File: src/rtl/mpc_pkg.sv
// Shared definitions for the multi-port cache: the burst-read state encoding
// and the default datapath widths common to the SRAM wrapper and its engines.
package mpc_pkg;

   localparam int DWIDTH_DEF    = 32;
   localparam int NRAMWIDTH_DEF = 5;
   localparam int AWIDTH_DEF    = 13;

   typedef enum logic [1:0] {
      IDLE  = 2'd0,
      READ  = 2'd1,
      DRAIN = 2'd2
   } rd_state_e;

endpackage

File: src/rtl/rd_fifo.sv
// Small synchronous FIFO with a combinational head: dout shows the oldest
// entry in the same cycle it becomes present. Pop on empty is ignored; the
// caller is responsible for never pushing while full.
module rd_fifo #(
   parameter int WIDTH = 33,
   parameter int DEPTH = 4
) (
   input  logic                     clk,
   input  logic                     srst,
   input  logic                     push,
   input  logic                     pop,
   input  logic [WIDTH-1:0]         din,
   output logic [WIDTH-1:0]         dout,
   output logic [$clog2(DEPTH):0]   count,
   output logic                     empty,
   output logic                     full
);

   localparam int PW = $clog2(DEPTH);
   localparam int CW = PW + 1;

   logic [WIDTH-1:0] mem_q [DEPTH];
   logic [PW-1:0]    wr_ptr_q, wr_ptr_d;
   logic [PW-1:0]    rd_ptr_q, rd_ptr_d;
   logic [CW-1:0]    count_q, count_d;
   logic             pop_ok;

   assign empty  = (count_q == '0);
   assign full   = (count_q == CW'(DEPTH));
   assign count  = count_q;
   assign dout   = mem_q[rd_ptr_q];
   assign pop_ok = pop && !empty;

   // Pointer and occupancy bookkeeping; pointers wrap naturally (power-of-two depth).
   always_comb begin
      wr_ptr_d = wr_ptr_q;
      rd_ptr_d = rd_ptr_q;
      count_d  = count_q;
      if (push) begin
         wr_ptr_d = wr_ptr_q + PW'(1);
      end
      if (pop_ok) begin
         rd_ptr_d = rd_ptr_q + PW'(1);
      end
      unique case ({push, pop_ok})
         2'b10:   count_d = count_q + CW'(1);
         2'b01:   count_d = count_q - CW'(1);
         default: count_d = count_q;
      endcase
   end

   // Control state register; reset empties the FIFO.
   always_ff @(posedge clk) begin
      if (srst) begin
         wr_ptr_q <= '0;
         rd_ptr_q <= '0;
         count_q  <= '0;
      end else begin
         wr_ptr_q <= wr_ptr_d;
         rd_ptr_q <= rd_ptr_d;
         count_q  <= count_d;
      end
   end

   // Storage array; contents need no reset because occupancy gates visibility.
   always_ff @(posedge clk) begin
      if (push) begin
         mem_q[wr_ptr_q] <= din;
      end
   end

endmodule

File: src/rtl/sram_rd_engine.sv
// Burst read engine: takes {start address, length}, issues one SRAM read per
// cycle under a credit limit, absorbs the one-cycle read latency and streams
// words out on valid/ready with a last marker.
// Optional feature macro: SRAM_RD_ENGINE_PERF_EN adds stall_cnt_out, a
// saturating count of output stall cycles cleared on each command handshake.
module sram_rd_engine
   import mpc_pkg::*;
#(
   parameter int DWIDTH     = DWIDTH_DEF,
   parameter int NRAMWIDTH  = NRAMWIDTH_DEF,
   parameter int AWIDTH     = AWIDTH_DEF,
   parameter int LWIDTH     = 9,
   parameter int FIFO_DEPTH = 4
) (
   input  logic                          clk_in,
   input  logic                          rst_in,
   input  logic                          cmd_valid_in,
   output logic                          cmd_ready_out,
   input  logic [NRAMWIDTH+AWIDTH-1:0]   cmd_addr_in,
   input  logic [LWIDTH-1:0]             cmd_len_in,
   output logic                          mem_en_out,
   output logic                          mem_we_out,
   output logic [NRAMWIDTH+AWIDTH-1:0]   mem_addr_out,
   output logic [DWIDTH-1:0]             mem_d_out,
   input  logic [DWIDTH-1:0]             mem_d_in,
   output logic                          out_valid_out,
   input  logic                          out_ready_in,
   output logic [DWIDTH-1:0]             out_data_out,
   output logic                          out_last_out,
   output logic                          busy_out
`ifdef SRAM_RD_ENGINE_PERF_EN
   ,
   output logic [31:0]                   stall_cnt_out
`endif
);

   localparam int MAW = NRAMWIDTH + AWIDTH;
   localparam int CW  = $clog2(FIFO_DEPTH) + 1;

   rd_state_e         state_q, state_d;
   logic [MAW-1:0]    addr_q, addr_d;
   logic [LWIDTH-1:0] rem_q, rem_d;
   logic              inflight_q, inflight_d;
   logic              inflight_last_q, inflight_last_d;

   logic              cmd_fire;
   logic              credit_ok;
   logic [CW:0]       credit_used;

   logic              fifo_push;
   logic              fifo_pop;
   logic [DWIDTH:0]   fifo_din;
   logic [DWIDTH:0]   fifo_dout;
   logic [CW-1:0]     fifo_count;
   logic              fifo_empty;
   logic              fifo_full;

   // A read may issue only if its word is guaranteed a FIFO slot, counting the
   // word still in the SRAM pipeline; this keeps out_ready_in off the mem path.
   assign credit_used = {1'b0, fifo_count} + {{CW{1'b0}}, inflight_q};
   assign credit_ok   = (credit_used < (CW+1)'(FIFO_DEPTH));

   assign cmd_ready_out = (state_q == IDLE);
   assign busy_out      = (state_q != IDLE);
   assign cmd_fire      = cmd_valid_in && cmd_ready_out;
   assign mem_en_out    = (state_q == READ) && credit_ok;
   assign mem_addr_out  = addr_q;
   assign mem_we_out    = 1'b0;
   assign mem_d_out     = '0;

   assign fifo_push     = inflight_q;
   assign fifo_din      = {mem_d_in, inflight_last_q};
   assign out_valid_out = !fifo_empty;
   assign fifo_pop      = out_valid_out && out_ready_in;
   assign out_data_out  = out_valid_out ? fifo_dout[DWIDTH:1] : '0;
   assign out_last_out  = out_valid_out && fifo_dout[0];

   // Next-state logic: command capture, read issue and drain-to-idle.
   always_comb begin
      state_d         = state_q;
      addr_d          = addr_q;
      rem_d           = rem_q;
      inflight_d      = mem_en_out;
      inflight_last_d = mem_en_out && (rem_q == LWIDTH'(1));
      unique case (state_q)
         IDLE: begin
            if (cmd_fire) begin
               addr_d = cmd_addr_in;
               rem_d  = cmd_len_in;
               if (cmd_len_in != '0) begin
                  state_d = READ;
               end
            end
         end
         READ: begin
            if (mem_en_out) begin
               addr_d = addr_q + MAW'(1);
               rem_d  = rem_q - LWIDTH'(1);
               if (rem_q == LWIDTH'(1)) begin
                  state_d = DRAIN;
               end
            end
         end
         DRAIN: begin
            if (!inflight_q &&
                (fifo_empty || ((fifo_count == CW'(1)) && fifo_pop))) begin
               state_d = IDLE;
            end
         end
         default: state_d = IDLE;
      endcase
   end

   // State register; reset abandons any burst and drops data in flight.
   always_ff @(posedge clk_in) begin
      if (rst_in) begin
         state_q         <= IDLE;
         addr_q          <= '0;
         rem_q           <= '0;
         inflight_q      <= 1'b0;
         inflight_last_q <= 1'b0;
      end else begin
         state_q         <= state_d;
         addr_q          <= addr_d;
         rem_q           <= rem_d;
         inflight_q      <= inflight_d;
         inflight_last_q <= inflight_last_d;
      end
   end

   // The credit rule must make a push into a full buffer impossible.
   always_ff @(posedge clk_in) begin
      if (!rst_in) begin
         assert (!(fifo_push && fifo_full));
      end
   end

   rd_fifo #(
      .WIDTH (DWIDTH + 1),
      .DEPTH (FIFO_DEPTH)
   ) u_fifo (
      .clk   (clk_in),
      .srst  (rst_in),
      .push  (fifo_push),
      .pop   (fifo_pop),
      .din   (fifo_din),
      .dout  (fifo_dout),
      .count (fifo_count),
      .empty (fifo_empty),
      .full  (fifo_full)
   );

`ifdef SRAM_RD_ENGINE_PERF_EN
   logic [31:0] stall_cnt_q, stall_cnt_d;

   assign stall_cnt_out = stall_cnt_q;

   // Saturating stall counter, restarted by each accepted command.
   always_comb begin
      stall_cnt_d = stall_cnt_q;
      if (cmd_fire) begin
         stall_cnt_d = '0;
      end else if (out_valid_out && !out_ready_in && (stall_cnt_q != '1)) begin
         stall_cnt_d = stall_cnt_q + 32'd1;
      end
   end

   // Stall counter register.
   always_ff @(posedge clk_in) begin
      if (rst_in) begin
         stall_cnt_q <= '0;
      end else begin
         stall_cnt_q <= stall_cnt_d;
      end
   end
`endif

endmodule

File: config.mk
export PLATFORM = sky130hd
export DESIGN_NAME = sram_rd_engine
export DESIGN_NICKNAME = d
export VERILOG_FILES = /design/src/rtl/mpc_pkg.sv /design/src/rtl/rd_fifo.sv /design/src/rtl/sram_rd_engine.sv
export SDC_FILE = /design/constraint.sdc
export NUM_CORES = 1
export LEC_CHECK = 0
export ABC_AREA = 0
export CAP_MARGIN = 20
export CORE_MARGIN = 3
export CORE_UTILIZATION = 52
export DETAILED_ROUTE_END_ITERATION = 7
export PLACE_DENSITY = 0.84
export SLEW_MARGIN = 10
export SYNTH_ARGS = -nofsm -noshare
export SYNTH_HDL_FRONTEND = slang
export SYNTH_SLANG_ARGS = --single-unit
File: constraint.sdc
create_clock -name clk_in -period 2.15 [get_ports clk_in]
set_input_delay 0.3225 -clock clk_in [delete_from_list [all_inputs] [get_ports clk_in]]
set_output_delay 0.3225 -clock clk_in [all_outputs]
set_load 0.02 [all_outputs]
==> results of run 1 <==
==> power breakdown <==
part	total [mW]	internal, mW	switching [mW]
Sequential	3.95	3.76	0.189
Clock	2.80	1.58	1.21
Combinational	4.29	2.35	1.95
==> what timing repair did <==
action                     CTS  global route
pin swaps                   21            12
cloned                       2             1
setup buffers               14             7
hold buffers                 0             0
setup endpoints to repair   37            37
resized for setup          209            52
==> critical path: stages, from the launching register on <==
cell and delay [ns]:
dfxtp_4 0.43, buf_12 0.15, buf_6 0.10, mux4_2 0.51
and2_4 0.16, buf_6 0.12
==> routing by layer <==
layer,track usage [%],vias to the layer above,routed length (um)
li1,-,2287,-
met1,29.0,2583,7450
met4,8.68,2,396
met2,37.7,274,9760
met5,0,-,20
met3,5.79,34,1350
==> layout make-up <==
class                   instances  area (sq um)
clock inverters                11          95.1
multi-input cells             315          2700
clock buffers                  21           440
flip-flops and latches        172          4770
fillers                       903          4140
repair buffers                167          1770
inverters                      17          63.8
well taps                     180           225
==> state kept, by name, summed over array words and instances (netlist names), named ones only <==
signal,count
fifo_push,1
inflight_last_q,1
mem_addr_out,18
rem_q,9
state_q,2
u_fifo.count,3
u_fifo.mem_q,132
u_fifo.rd_ptr_q,2
u_fifo.wr_ptr_q,2
==> cells in the mapped netlist, types with 2 or more instances <==
cell	n
a211oi_1	12
a21oi_1	20
a221oi_1	2
a311oi_1	2
a31o_2	2
a31oi_1	5
and2_1	40
and3_1	2
buf_2	7
buf_4	35
buf_6	3
clkbuf_1	14
clkbuf_8	2
dfxtp_1	40
edfxtp_1	132
ha_1	12
inv_1	17
mux2i_1	2
mux4_2	33
nand2_1	16
nand2b_1	2
nand3_1	6
nand3_2	2
nand3b_1	4
nand4_1	2
nor2_1	30
nor3_1	10
nor3b_2	2
nor4_1	8
o21ai_0	13
o22ai_1	2
o31ai_1	6
o41ai_1	4
or2_2	2
or3_1	4
or4_1	2
or4_4	2
xnor2_1	2
xor2_1	3
==> through the flow <==
step	hold slack, ns	cell area (sq um)	TNS [ns]	util (%)	setup WS (ns)
final	0.487	10100	-1.18	70.9	-0.0814
after global routing	0.480	10100	-2.98	70.9	-0.148
after CTS	0.475	9880	-2.48	69.5	-0.159
after detailed placement	0.497	9110	-0.0424	64.1	-0.0214
after global placement	0.484	9110	0	64.1	0.0398
after floorplan	0.403	7830	0	-	0.284
==> cell families (layout without fill, tap and decap cells) <==
family	count (synthesis)	in the layout	synth area share (%)
AOI/OAI and AO/OA	86	86	8.18
xor gates and xnor gates	5	5	0.568
adders and majority gates	12	12	1.95
buffers and inverters	79	216	6.22
DFF	172	172	61.8
muxes	36	36	10.1
other	1	33	0.0487
and+or+nand+nor	143	143	11.1
==> cell usage in the layout, fill, tap and decap left out, types with 12 or more instances in the layout <==
master	instances
nor2_1	30
a21oi_1	20
edfxtp_1	132
a211oi_1	12
dfxtp_1	36
and2_4	33
o21ai_0	13
buf_6	45
nand2_1	16
clkbuf_16	18
clkdlybuf4s50_1	82
buf_4	26
mux4_2	33
inv_1	16
conb_1	33
==> worst min path at each step <==
| stage | start | end | slack [ns] | cells past startpoint |
|---|---|---|---|---|
| final | cmd_addr_in[1] | mem_addr_out[1] | 0.49 | 3 |
| after global routing | cmd_addr_in[9] | mem_addr_out[9] | 0.48 | 3 |
| after CTS | cmd_addr_in[1] | mem_addr_out[1] | 0.47 | 3 |
| after detailed placement | inflight_last_q | u_fifo.mem_q[3][0] | 0.50 | 0 |
| after global placement | inflight_last_q | u_fifo.mem_q[2][0] | 0.48 | 0 |
| after floorplan | rst_in | fifo_push | 0.40 | 1 |
==> flow_summary.json, run 1 <==
{
  "grtUsageTotal_pct": 22.8,
  "holdCritPathClass": "in -> reg",
  "grt_pass1_vias": 5187,
  "maxCapViolations": 0,
  "wl_um": 19000,
  "vias": 5180,
  "finalSetupViolCount": 23,
  "final_layout_size_suffix_gt1_share_pct": 29.7,
  "yosys_warnings": 0,
  "core_sq_um": 14200,
  "r2r-start": "u_fifo.count[1]",
  "cp-start-kind": "flip-flop",
  "yosys-top-cells-area": "edfxtp_1 51%, dfxtp_1 10%, mux4_2 9.6%",
  "irDropWorstVdd_mv": 0.851,
  "post_drt_wl_per_cell_um": 21.5,
  "fmax_ghz": 0.448,
  "overflow": 0,
  "syn_area_sq_um": 7700,
  "p_leak_nw": 3.57,
  "outcome": "finished with violations",
  "dpl.cell_count": 829,
  "tightest_slew_ns": 0.534,
  "start_util_pct": 54.2,
  "rrSetupSlack_ns": 0.16,
  "die_w_um": 128,
  "drc": 0,
  "grt_max_degree": 37,
  "synth_top_area_share_pct": 51.4,
  "synthCells": 534,
  "criticalPathCategory": "reg -> out",
  "ant_nets": 0,
  "rsz0062_at_grt": "true",
  "htreeDepth": 4,
  "clk_latency_ns": 0.43,
  "cp-endpoint": "out_data_out[8]",
  "syn_area_per_cell_sq_um": 14.4,
  "fin_ws_ns": -0.0814,
  "yosysSeqAreaShare_pct": 61.8,
  "clock-root-buffer": "clkbuf_16",
  "port_buffers": 117,
  "synth_ff_type": "edfxtp_1",
  "period_share_pct": 104,
  "grt_pass1_wl_um": 28100,
  "crit_arrival_ns": 1.91,
  "fin_cells": 883,
  "violations": "negative setup slack",
  "required_ns": 1.83,
  "n_antenna_cell": 0,
  "clock_skew_ns": 0.0104,
  "synth.largest_area_cell": "edfxtp_1",
  "via_per_inst": 5.87,
  "end_kind": "primary output",
  "dieHeight_um": 128,
  "synth_edf_count": 132,
  "synthArstFlopShare_pct": 0,
  "dieArea_sq_um": 16300,
  "slew_violations": 0,
  "total_power_mw": 11.0,
  "clk_path_buf_depth": 2,
  "cts_tree": "yes",
  "synth.distinct_cells": 69,
  "std_cell_rows": 43,
  "power_density_nw_per_um2": 1100,
  "hold_viol": 0,
  "slew_headroom_pct": 63.9,
  "yosys_register_bits": 172,
  "r2r-end": "u_fifo.count[2]",
  "cts.sinks": 172,
  "hpwl_um": 11200,
  "worst-path-max-fanout": 7,
  "layout_min_cycle_time_ns": 2.23,
  "firstDrtPassIters": 5,
  "io_pins": 151,
  "fin_nets": 765,
  "gp_congestion": 0.869,
  "reg2reg_depth": 8,
  "antenna_found_initial": 1,
  "areaGrowthSynthToFinish_pct": 30.6,
  "numCtsBuffers": 17,
  "drt_iter0_drc": 447,
  "clkTransAtPathRegs_ns": 0.06
}
No activity file was read; power rests on OpenSTA's default activity.
==> run 2, diff against run 1 <==
--- a/config.mk
+++ b/config.mk
@@ -6,7 +6,7 @@
 export NUM_CORES = 1
 export LEC_CHECK = 0
 export ABC_AREA = 0
-export CAP_MARGIN = 20
+export CAP_MARGIN = 10
 export CORE_MARGIN = 3
 export CORE_UTILIZATION = 52
 export DETAILED_ROUTE_END_ITERATION = 7
@@ -14,4 +14,5 @@
 export SLEW_MARGIN = 10
 export SYNTH_ARGS = -nofsm -noshare
 export SYNTH_HDL_FRONTEND = slang
+export SYNTH_HIERARCHICAL = 1
 export SYNTH_SLANG_ARGS = --single-unit
==> flow_summary.json, run 2 <==
{
  "tightest_slew_ns": 0.508,
  "layout_min_cycle_time_ns": 2.16,
  "ant_nets": 0,
  "grt_pass1_wl_um": 27200,
  "holdCritPathClass": "reg -> reg",
  "slew_violations": 0,
  "finalSetupViolCount": 2,
  "antenna_found_initial": 0,
  "hold_viol": 0,
  "post-place-ws_ns": -0.357,
  "final_cell_mix": "132 x edfxtp_1, 82 x clkdlybuf4s50_1, 41 x nand2_1, 35 x dfxtp_1",
  "fin_ws_ns": -0.00928,
  "clk_path_buf_depth": 2,
  "rsz0062_at_grt": "true",
  "die_w_um": 127,
  "core_sq_um": 14000,
  "max_stage_delay_ns": 0.52,
  "crit_family": "multiplexers",
  "p_leak_nw": 3.45,
  "end_kind": "primary output",
  "largest_reg_flops": 132,
  "dieArea_sq_um": 16000,
  "r2r-start": "u_fifo/count[0]",
  "fin_cells": 882,
  "outcome": "finished with violations",
  "grt_pass1_vias": 5168,
  "clock-root-buffer": "clkbuf_16",
  "cts.sinks": 172,
  "drt_iter0_drc": 363,
  "vias": 5021,
  "n_antenna_cell": 0,
  "clock_skew_ns": 0.00620,
  "hpwl_um": 10500,
  "final_common_cell": "edfxtp_1",
  "post_drt_wl_per_cell_um": 19.3,
  "worst-path-max-fanout": 6,
  "overflow": 0,
  "synthCells": 545,
  "min_from": "inflight_last_q",
  "period_share_pct": 100,
  "crit_cells": 4,
  "dpl.cell_count": 844,
  "syn_area_sq_um": 7570,
  "fmax_ghz": 0.463,
  "grtUsageTotal_pct": 21.8,
  "firstDrtPassIters": 5,
  "crit_chain": "buf_8 -> mux4_2 -> nor2b_1 -> buf_4",
  "final_layout_size_suffix_gt1_share_pct": 25.6,
  "via_per_inst": 5.69,
  "slew_headroom_pct": 66.1,
  "criticalPathCategory": "reg -> out",
  "required_ns": 1.83,
  "power_density_nw_per_um2": 824,
  "fin_nets": 762,
  "slowest_stage": "mux4_2",
  "areaGrowthSynthToFinish_pct": 29.8,
  "clk_latency_ns": 0.41,
  "cts_tree": "yes",
  "port_buffers": 117,
  "drc": 0,
  "wl_um": 17000,
  "htreeDepth": 4,
  "numCtsBuffers": 17,
  "hold_depth": 0,
  "largest-register": "u_fifo/mem_q",
  "crit_arrival_ns": 1.84,
  "gp_congestion": 0.882,
  "maxCapViolations": 0,
  "yosys_warnings": 6,
  "syn_area_per_cell_sq_um": 13.9,
  "clkTransAtPathRegs_ns": 0.06,
  "grt_max_degree": 34,
  "io_pins": 151,
  "std_cell_rows": 43,
  "start_util_pct": 53.9,
  "irDropWorstVdd_mv": 0.541,
  "dieHeight_um": 127,
  "cp-start-kind": "flip-flop",
  "path_buf_inv": 2,
  "reg2reg_depth": 10,
  "violations": "negative setup slack"
}
==> run 2: cell count changes in the layout (fill, tap and decap cells not counted), sizes merged, moves of 5 or more <==
cell and change:
o41ai -6, o21ai +8, nand2 +25, buf -12
nor2b +34, clkbuf -5, and2 -36, a211oi -6
==> run 2: final timing paths <==
path / end / slack, ns
worst min-delay path: u_fifo/mem_q[2][0] / 0.49
worst max-delay path: out_data_out[31] / -0.009
worst min register to register: u_fifo/mem_q[2][0] / 0.49
worst max register to register: u_fifo/count[2] / 0.13
==> run 2: per-stage QoR <==
stage               power [mW]  instance area [sq um]  hold slack, ns  util (%)  TNS [ns]
CTS                       8.11                   9740           0.485      69.4     -1.34
floorplan                 4.70                   7700           0.409         -         0
global route              8.44                   9830           0.500      70.0     -1.33
global placement          5.23                   9030           0.448      64.3    -0.200
finish                    8.10                   9830           0.490      70.0  -0.00999
detailed placement        5.26                   9030           0.473      64.3    -0.475
==> run 2: per-layer routing <==
layer | global-route usage, % | wire [um]
met4 | 6.44 | 243
met3 | 5.60 | 1360
met1 | 28.3 | 6860
met5 | 0 | 0
met2 | 36.5 | 8570
==> run 2: timing repair <==
item | CTS | global route
gates cloned | 4 | 0
pin swaps | 2 | 0
hold buffers | 0 | 0
endpoints found under the setup margin | 36 | 37
gates resized for setup | 194 | 46
buffers inserted | 4 | 3
endpoints found under the hold margin | 0 | 0
==> run 2: area by class of cell <==
cell class / count / area (sq um)
clock inverters: 14 / 121
flip-flops and latches: 172 / 4780
fillers: 924 / 4210
repair buffers: 155 / 1590
multi-input cells: 329 / 2630
well taps: 180 / 225
clock buffers: 17 / 425
inverters: 15 / 56.3
==> run 2: worst register-to-register path, stage by stage (launching register included) <==
cell	delay, ns
dfxtp_4	0.38
nor3_4	0.06
nor2b_2	0.13
o31ai_1	0.11
inv_1	0.08
ha_2	0.18
inv_1	0.05
fa_2	0.35
xor2_1	0.15
or3_1	0.32
a21oi_2	0.14
==> run 2: power breakdown <==
group / switching (mW) / internal (mW)
Combinational: 0.790 / 0.671
Clock: 1.20 / 1.58
Sequential: 0.136 / 3.72
==> run 3, diff against run 2 <==
--- a/config.mk
+++ b/config.mk
@@ -6,10 +6,12 @@
 export NUM_CORES = 1
 export LEC_CHECK = 0
 export ABC_AREA = 0
-export CAP_MARGIN = 10
+export CAP_MARGIN = 20
 export CORE_MARGIN = 3
 export CORE_UTILIZATION = 52
 export DETAILED_ROUTE_END_ITERATION = 7
+export HOLD_SLACK_MARGIN = 0.05
+export MAX_ROUTING_LAYER = met4
 export PLACE_DENSITY = 0.84
 export SLEW_MARGIN = 10
 export SYNTH_ARGS = -nofsm -noshare
==> flow_summary.json, run 3 (synthesis gave the netlist of run 2 again) <==
{
  "ant_nets": 0,
  "fin_ws_ns": -0.0300,
  "worst-path-max-fanout": 7,
  "clk_latency_ns": 0.42,
  "place_area_sq_um": 9030,
  "violations": "negative setup slack",
  "fin_cells": 883,
  "cts_tree": "yes",
  "via_per_inst": 5.65,
  "overflow": 0,
  "wl_um": 16300,
  "clock_skew_ns": 0.00738,
  "vias": 4987,
  "grtUsageTotal_pct": 21.5,
  "drc": 0,
  "clock-root-buffer": "clkbuf_16",
  "power_density_nw_per_um2": 827,
  "grt_pass1_vias": 5132,
  "criticalPathCategory": "reg -> out",
  "core_sq_um": 14000,
  "fin_nets": 762,
  "die_w_um": 127,
  "clkTransAtPathRegs_ns": 0.06,
  "hpwl_um": 10600,
  "slew_violations": 0,
  "antenna_found_initial": 0,
  "start_util_pct": 53.9,
  "numCtsBuffers": 17,
  "period_share_pct": 101,
  "drt_iter0_drc": 364,
  "holdCritPathClass": "reg -> reg",
  "post_drt_wl_per_cell_um": 18.5,
  "fmax_ghz": 0.459,
  "std_cell_rows": 43,
  "p_leak_nw": 3.36,
  "final_common_cell": "edfxtp_1",
  "areaGrowthSynthToFinish_pct": 26.3,
  "rsz0062_at_grt": "true",
  "io_pins": 151,
  "required_ns": 1.83,
  "maxCapViolations": 0,
  "tightest_slew_ns": 0.510,
  "cp-start-kind": "flip-flop",
  "finalSetupViolCount": 9,
  "end_kind": "primary output",
  "largest-register": "u_fifo/mem_q",
  "grt_max_degree": 34,
  "clk_path_buf_depth": 2,
  "final_layout_size_suffix_gt1_share_pct": 22.5,
  "n_antenna_cell": 0,
  "port_buffers": 117,
  "dpl.cell_count": 843,
  "crit_arrival_ns": 1.86,
  "dieHeight_um": 127,
  "irDropWorstVdd_mv": 0.515,
  "hold_viol": 0,
  "final_cell_mix": "132 x edfxtp_1, 82 x clkdlybuf4s50_1, 41 x nand2_1, 35 x dfxtp_1",
  "htreeDepth": 4,
  "grt_pass1_wl_um": 26200,
  "gp_congestion": 0.896,
  "design_area_sq_um": 9560,
  "firstDrtPassIters": 5,
  "largest_reg_flops": 132,
  "worst_hold_slack_ns": 0.491,
  "slew_headroom_pct": 66.0,
  "outcome": "finished with violations",
  "layout_min_cycle_time_ns": 2.18,
  "cts.sinks": 172,
  "cts_hold_buf": 0,
  "num-fill-cells": 992,
  "dieArea_sq_um": 16000
}
## run 3: cell types whose count changed in the layout (fill, tap and decap cells not counted), sizes merged
cell	delta
clkinvlp	-1
clkinv	+1
clkbuf	+1
bufinv	-1
inv	+1
## run 3: power breakdown
part           total, mW  switching (mW)  internal, mW
sequential          3.86           0.137          3.72
combinational       1.36           0.748         0.607
clock               2.70            1.23          1.47
## run 3: repair_timing
action,CTS,global route
resized for setup,142,23
cloned,2,0
buffers inserted,5,3
endpoints found under the setup margin,35,28
pin swaps,1,0
endpoints found under the hold margin,0,0
## run 3: layer usage
layer | track usage [%] | routed length, um | share of wire, %
met5 | - | 0 | 0
met4 | 6.06 | 233 | 1.4
met3 | 5.43 | 1260 | 7.7
met2 | 34.7 | 8270 | 51
met1 | 27.4 | 6580 | 40
## run 3: cell type report
class / count / area [sq um] / share of cell area (%)
Tap cell: 180 / 225 / 2.35
Clock buffer: 18 / 429 / 4.49
Inverter: 15 / 56.3 / 0.589
Multi-Input combinational cell: 329 / 2480 / 25.9
Sequential cell: 172 / 4780 / 49.9
Timing Repair Buffer: 155 / 1500 / 15.7
Clock inverter: 14 / 95.1 / 0.994
## run 3: final timing paths
kind | start | endpoint | slack, ns | cells past startpoint
worst max-delay path | flip-flop | out_data_out[23] | -0.03 | 5
worst min-delay path | inflight_last_q | u_fifo/mem_q[2][0] | 0.49 | 0
worst max register to register | u_fifo/count[1] | u_fifo/count[2] | 0.12 | 9
worst min register to register | inflight_last_q | u_fifo/mem_q[2][0] | 0.49 | 0
## run 3: critical path, cell delays in order, from the launching register on
cell and delay, ns:
dfxtp_4 0.40, buf_12 0.15, buf_12 0.10, mux4_2 0.49
nor2b_1 0.14, buf_2 0.16
## run 3: through the flow
step                      power (mW)  worst slack [ns]  util [%]  setup TNS [ns]
after floorplan                 4.70             0.101         -               0
after global routing            8.26           -0.0846      68.1           -1.35
after CTS                       7.95            -0.118      67.9          -0.865
final                           7.91           -0.0300      68.1          -0.129
after detailed placement        5.26            -0.319      64.3          -0.468
after global placement          5.22            -0.188      64.3          -0.191
